--- src/rtl/start_fifo_srl_ctrl_if.sv ---
// start_fifo_srl_ctrl_if: producer/consumer handshake bundle for the SRL start FIFO
// Ports (signals):
//   if_write, if_din   producer write request and data
//   if_full_n          1 = a write is accepted this cycle
//   if_read            consumer read request
//   if_dout            registered output token
//   if_empty_n         1 = if_dout holds a valid token
// Modports: master (producer/consumer side), slave (FIFO controller side)
interface start_fifo_srl_ctrl_if #(
    parameter int DATA_WIDTH = 1
);
    logic                  if_write;
    logic [DATA_WIDTH-1:0] if_din;
    logic                  if_full_n;
    logic                  if_read;
    logic [DATA_WIDTH-1:0] if_dout;
    logic                  if_empty_n;
    modport master (output if_write, if_din, if_read, input if_full_n, if_dout, if_empty_n);
    modport slave  (input if_write, if_din, if_read, output if_full_n, if_dout, if_empty_n);
endinterface

--- src/rtl/start_fifo_srl_ctrl.sv ---
// start_fifo_srl_ctrl: control for an SRL-based FIFO with a registered output stage
// Ports:
//   ap_clk, ap_rst_n   clock, asynchronous active-low reset
//   bus                producer/consumer handshake (slave modport)
//   srl_we, srl_din    shift enable and data into the external SRL (index 0)
//   srl_addr, srl_dout SRL read address of the oldest entry and its data
//   usedw              total occupancy (SRL entries plus output register)
//   ovf_err, udf_err   sticky write-while-full / read-while-empty flags
module start_fifo_srl_ctrl #(
    parameter int DATA_WIDTH = 1,
    parameter int ADDR_WIDTH = 4,
    parameter int DEPTH      = 14
) (
    input  logic                  ap_clk,
    input  logic                  ap_rst_n,
    start_fifo_srl_ctrl_if.slave  bus,
    output logic                  srl_we,
    output logic [ADDR_WIDTH-1:0] srl_addr,
    output logic [DATA_WIDTH-1:0] srl_din,
    input  logic [DATA_WIDTH-1:0] srl_dout,
    output logic [ADDR_WIDTH:0]   usedw,
    output logic                  ovf_err,
    output logic                  udf_err
);
    localparam logic [ADDR_WIDTH:0] ONE  = 1;
    localparam logic [ADDR_WIDTH:0] FULL = (ADDR_WIDTH+1)'(DEPTH);
    logic [ADDR_WIDTH:0]   cnt, cnt_next, cnt_m1;
    logic [DATA_WIDTH-1:0] dout_r;
    logic                  out_valid, full_n_r, push, pop, load;
    always_comb begin
        push     = bus.if_write & full_n_r;
        pop      = bus.if_read & out_valid;
        load     = (cnt != '0) & (~out_valid | pop);
        cnt_m1   = cnt - ONE;
        // a simultaneous push and load leaves cnt unchanged: the shift moves the
        // next-oldest token into the slot the address already points at
        cnt_next = (push & ~load) ? cnt + ONE : (load & ~push) ? cnt_m1 : cnt;
    end
    assign srl_we         = push;
    assign srl_din        = bus.if_din;
    assign srl_addr       = (cnt != '0) ? cnt_m1[ADDR_WIDTH-1:0] : '0;
    assign usedw          = cnt + {{ADDR_WIDTH{1'b0}}, out_valid};
    assign bus.if_full_n  = full_n_r;
    assign bus.if_empty_n = out_valid;
    assign bus.if_dout    = dout_r;
    always_ff @(posedge ap_clk or negedge ap_rst_n) begin
        if (!ap_rst_n) begin
            cnt       <= '0;
            out_valid <= 1'b0;
            dout_r    <= '0;
            full_n_r  <= 1'b1;
            ovf_err   <= 1'b0;
            udf_err   <= 1'b0;
        end else begin
            cnt      <= cnt_next;
            full_n_r <= cnt_next != FULL;
            // srl_dout is sampled before this edge's shift, so it is the oldest token
            if (load) begin
                dout_r    <= srl_dout;
                out_valid <= 1'b1;
            end else if (pop) begin
                out_valid <= 1'b0;
            end
            ovf_err <= ovf_err | (bus.if_write & ~full_n_r);
            udf_err <= udf_err | (bus.if_read & ~out_valid);
        end
    end
endmodule

--- src/flat_wrapper.sv ---
// flat-port wrapper written by rule: the top's interface ports become plain ports
module start_fifo_srl_ctrl_flat 
#(
    parameter int DATA_WIDTH = 1,
    parameter int ADDR_WIDTH = 4,
    parameter int DEPTH      = 14
)
  (ap_clk, ap_rst_n, srl_we, srl_addr, srl_din, srl_dout, usedw, ovf_err, udf_err, bus_if_write, bus_if_din, bus_if_read, bus_if_full_n, bus_if_dout, bus_if_empty_n);
  start_fifo_srl_ctrl_if #(.DATA_WIDTH(DATA_WIDTH)) bus_i ();
  input  logic ap_clk;
  input  logic ap_rst_n;
  output logic srl_we;
  output logic [ADDR_WIDTH-1:0] srl_addr;
  output logic [DATA_WIDTH-1:0] srl_din;
  input  logic [DATA_WIDTH-1:0] srl_dout;
  output logic [ADDR_WIDTH:0] usedw;
  output logic ovf_err;
  output logic udf_err;
  input wire logic [$bits(bus_i.if_write)-1:0] bus_if_write;
  input wire logic [$bits(bus_i.if_din)-1:0] bus_if_din;
  input wire logic [$bits(bus_i.if_read)-1:0] bus_if_read;
  output wire logic [$bits(bus_i.if_full_n)-1:0] bus_if_full_n;
  output wire logic [$bits(bus_i.if_dout)-1:0] bus_if_dout;
  output wire logic [$bits(bus_i.if_empty_n)-1:0] bus_if_empty_n;
  assign bus_i.if_write = bus_if_write;
  assign bus_i.if_din = bus_if_din;
  assign bus_i.if_read = bus_if_read;
  assign bus_if_full_n = bus_i.if_full_n;
  assign bus_if_dout = bus_i.if_dout;
  assign bus_if_empty_n = bus_i.if_empty_n;
  start_fifo_srl_ctrl #(.DATA_WIDTH(DATA_WIDTH), .ADDR_WIDTH(ADDR_WIDTH), .DEPTH(DEPTH)) u_core (.ap_clk(ap_clk), .ap_rst_n(ap_rst_n), .bus(bus_i), .srl_we(srl_we), .srl_addr(srl_addr), .srl_din(srl_din), .srl_dout(srl_dout), .usedw(usedw), .ovf_err(ovf_err), .udf_err(udf_err));
endmodule
--- config.mk ---
export PLATFORM = sky130hd
export DESIGN_NAME = start_fifo_srl_ctrl_flat
export DESIGN_NICKNAME = d
export VERILOG_FILES = /design/src/rtl/start_fifo_srl_ctrl_if.sv /design/src/rtl/start_fifo_srl_ctrl.sv /design/src/flat_wrapper.sv
export SDC_FILE = /design/constraint.sdc
export NUM_CORES = 1
export LEC_CHECK = 0
export ABC_AREA = 1
export CORE_MARGIN = 2
export CORE_UTILIZATION = 41
export DETAILED_ROUTE_END_ITERATION = 12
export GPL_TIMING_DRIVEN = 0
export PLACE_DENSITY = 0.72
export SLEW_MARGIN = 10
export SYNTH_ARGS = -nofsm -noshare
export SYNTH_HDL_FRONTEND = slang
export SYNTH_SLANG_ARGS = --single-unit
--- constraint.sdc ---
create_clock -name ap_clk -period 1.45 [get_ports ap_clk]
set_input_delay 0.29 -clock ap_clk [delete_from_list [all_inputs] [get_ports ap_clk]]
set_output_delay 0.29 -clock ap_clk [all_outputs]
set_load 0.02 [all_outputs]
==> metrics.md <==
| Metric | Value |
|---|---|
| Status | `finished with violations` |
| Failing checks | `setup timing` |
| Worst R2R End | `u_core.bus.if_full_n$_DFF_PN1_` |
| Switch share | `0.479` |
| RSZ-0062 raised after global routing | `true` |
| Crit start category | `flop` |
| NetSw | `1.56 mW` |
| TNS Setup | `-1.84 ns` |
| Hold WC Path Type | `in -> async` |
| Area taken by multi-input logic gates | `549 µm²` |
| Peak VDD IR | `0.00145 V` |
| Crit path required time | `1.16 ns` |
| Routed len/inst | `12.7 µm` |
| Flop-to-flop setup slack | `-0.15 ns` |
| Layout cells sized above 1 | `0.569` |
| Clk sinks | `10` |
| Power, Total | `3.26 mW` |
| Core region area | `around 1700 µm²` |
| Syn avg cell area | `7.94 µm²` |
| Post-synth top area share | `0.305` |
| Die Wd | `46.4 µm` |
| DRC | `0` |
| Max_cap viols | `0` |
| Setup violation total in the final timing report | `13` |
| Final hold vios | `0` |
| Tightest Pin Transition | `0.475 ns` |
| CP max FO | `4` |
| Period minus WS final | `1.70 ns` |
| Hold_buf cts | `0` |
| Leading area contributor after synthesis | `dfrtp_1` |
| Clock Skews | `0.00342 ns` |
| Gate power share | `0.770` |
| Register share of total power | `0.151` |
| Drt first-iter violations | `10` |
| Worst Path Arrival | `1.41 ns` |
| CTS H-tree depth | `1` |
| Pleak | `0.599 nW` |
| Syn-to-layout area delta | `73.2%` |
| Worst R2R Path Depth | `9` |
| Routed vias | `736` |
| Cell area after synthesis | `738 µm²` |
| Sequential-to-total area share from yosys stat | `0.341` |
| Register bit count reported by yosys | `10` |
| Inserted Diodes | `0` |
| Critical path origin | `u_core.cnt[0]$_DFF_PN0_` |
| Final Cycle Share | `1.17` |
| Final Slew Violations | `0` |
| Register Area | `255 µm²` |
| Dpl cells | `138` |
| WL final | `1970 µm` |
| Antenna Nets Post-Route | `0` |
| CTS tree | `done` |
| Synth Warn # | `0` |
| Mapped Nets | `about 100` |
| Post-DP HPWL | `1260 µm` |
| Cells after Synth | `93` |
| Synth top area cells | `dfrtp_1, inv_1, nand2_1` |
| Critical Path Sink Type | `output port` |
| Clock insertion delay at the later pin of the skew report | `0.27 ns` |
| Nets | `141` |
| IO Pins | `22` |
| First-pass GRT wire length | `~3200 µm` |
| Pint | `1.70 mW` |
| Root buffer cell | `clkbuf_4` |
| Largest net degree at the start of global routing | `11` |
| Fin Hold WS | `0.342 ns` |
| Die ar. | `between 2000 and 2500 µm²` |
| Vias in the first global route | `746` |
| Unique masters post-synth | `21` |
| Util after Layout | `0.749` |
| Grt total ovfl | `0` |
| Row count | `15` |
| Clock tree buffer depth | `2` |
| Clock network power share | `0.079` |
| Worst rel slew slack | `0.682` |
| Post-route setup slack | `-0.251 ns` |
| GP Congestion | `0.779` |
| Power density over cell area | `2550 nW/µm²` |
| First-pass DRT Iterations | `6` |
| Post-Layout Cell Count | `155` |
| Filler cells | `119` |
| Initial Utilization | `0.432` |
| Number of vias per cell | `4.75` |
| Highest clock rate | `just under 0.6 GHz` |
| Die H | `46.4 µm` |
| Reg2Reg Launch Point | `u_core.cnt[0]$_DFF_PN0_` |
| Critical path type | `reg -> out` |
| Clock transition at the registers of the reported paths | `0.07 ns` |
| Initial antenna violation count | `0` |
| Port buffer count | `20` |
| Total CTS buffers | `3` |
| Total global-route track usage | `0.208` |
## cells by family after synthesis
| family | share of synthesized area |
|---|---|
| XOR/XNOR | 0.0593 |
| AND/OR/NAND/NOR | 0.336 |
| buffers and inverters | 0.132 |
| adder cells (fa/ha/maj) | 0.0678 |
| multiplexers | 0.0153 |
| flip-flops | 0.341 |
| AO/OA/AOI/OAI | 0.0491 |
## synthesized netlist by cell type (all sizes together)
cell and n:
xor2 5, a31oi 1, dfrtp 9, a21oi 3
nand4 4, dfstp 1, o21bai 2, nand2 23
buf 3, nand3 13, inv 19, mux2 1
nor2 5, ha 4
## cells in the final DEF (no fill, tap or decap), drive strengths merged
cell type and n:
nand2 23, nand3 13, dfrtp 9, inv 19
mux2 1, clkdlybuf4s50 5, a21oi 3, ha 4
clkbuf 5, a31oi 1, nor2 5, dfstp 1
o21bai 2, xor2 5, buf 26, dlygate4sd2 4
nand4 4
## state kept, by name (all words and copies together), names as in the netlist
name                   cells
u_core.ovf_err             1
u_core.bus.if_dout         1
u_core.cnt                 5
u_core.bus.if_full_n       1
u_core.udf_err             1
u_core.bus.if_empty_n      1
## power groups by stage
stage               clock network (mW)  registers (mW)  logic, mW
floorplan                            0           0.527       1.21
global placement                     0           0.497       1.85
detailed placement                   0           0.499       1.88
CTS                              0.260           0.487       2.25
global route                     0.276           0.509       2.69
finish                           0.258           0.493       2.51
## routing by layer
layer | global-route usage | part of all wire | wire, µm
met3 | 0.0471 | 0.039 | 77
met4 | 0.0686 | 0 | 0
met2 | 0.367 | 0.55 | 1080
met1 | 0.245 | 0.41 | 812
met5 | 0 | 0 | 0
## final cells by class
type	count	area share
plain buffers	3	0.0235
clock buffers	4	0.0284
inverters	19	0.0597
multi-input cells	61	0.430
flip-flops and latches	10	0.200
well taps	25	0.0245
repair buffers	33	0.235
## repair_timing
item / in CTS / in global routing
pin swaps: 9 / 4
resized for setup: 84 / 21
endpoints found under the setup margin: 22 / 17
setup buffers: 9 / 4
endpoints found under the hold margin: 0 / 0
## worst max path at each step
stage	endpoint	slack [ns]
after detailed placement	srl_addr[3]	-0.58
final	usedw[4]	-0.25
after CTS	usedw[4]	-0.25
after global routing	usedw[4]	-0.31
after floorplan	usedw[4]	-0.07
after global placement	srl_addr[3]	-0.56
## critical path: stages, from the launching register on
cell and delay (ns):
dfrtp_2 0.46, ha_4 0.19, ha_4 0.17, nand3_4 0.06, xor2_2 0.13, buf_6 0.13
## stage by stage
stage | setup slack (ns) | area [µm²]
2_1_floorplan | -0.0688 | 763
6_report | -0.251 | 1280
3_5_place_dp | -0.581 | 995
3_3_place_gp | -0.558 | 995
5_1_grt | -0.312 | 1280
4_1_cts | -0.250 | 1190
(Power assumes the default switching activity.)
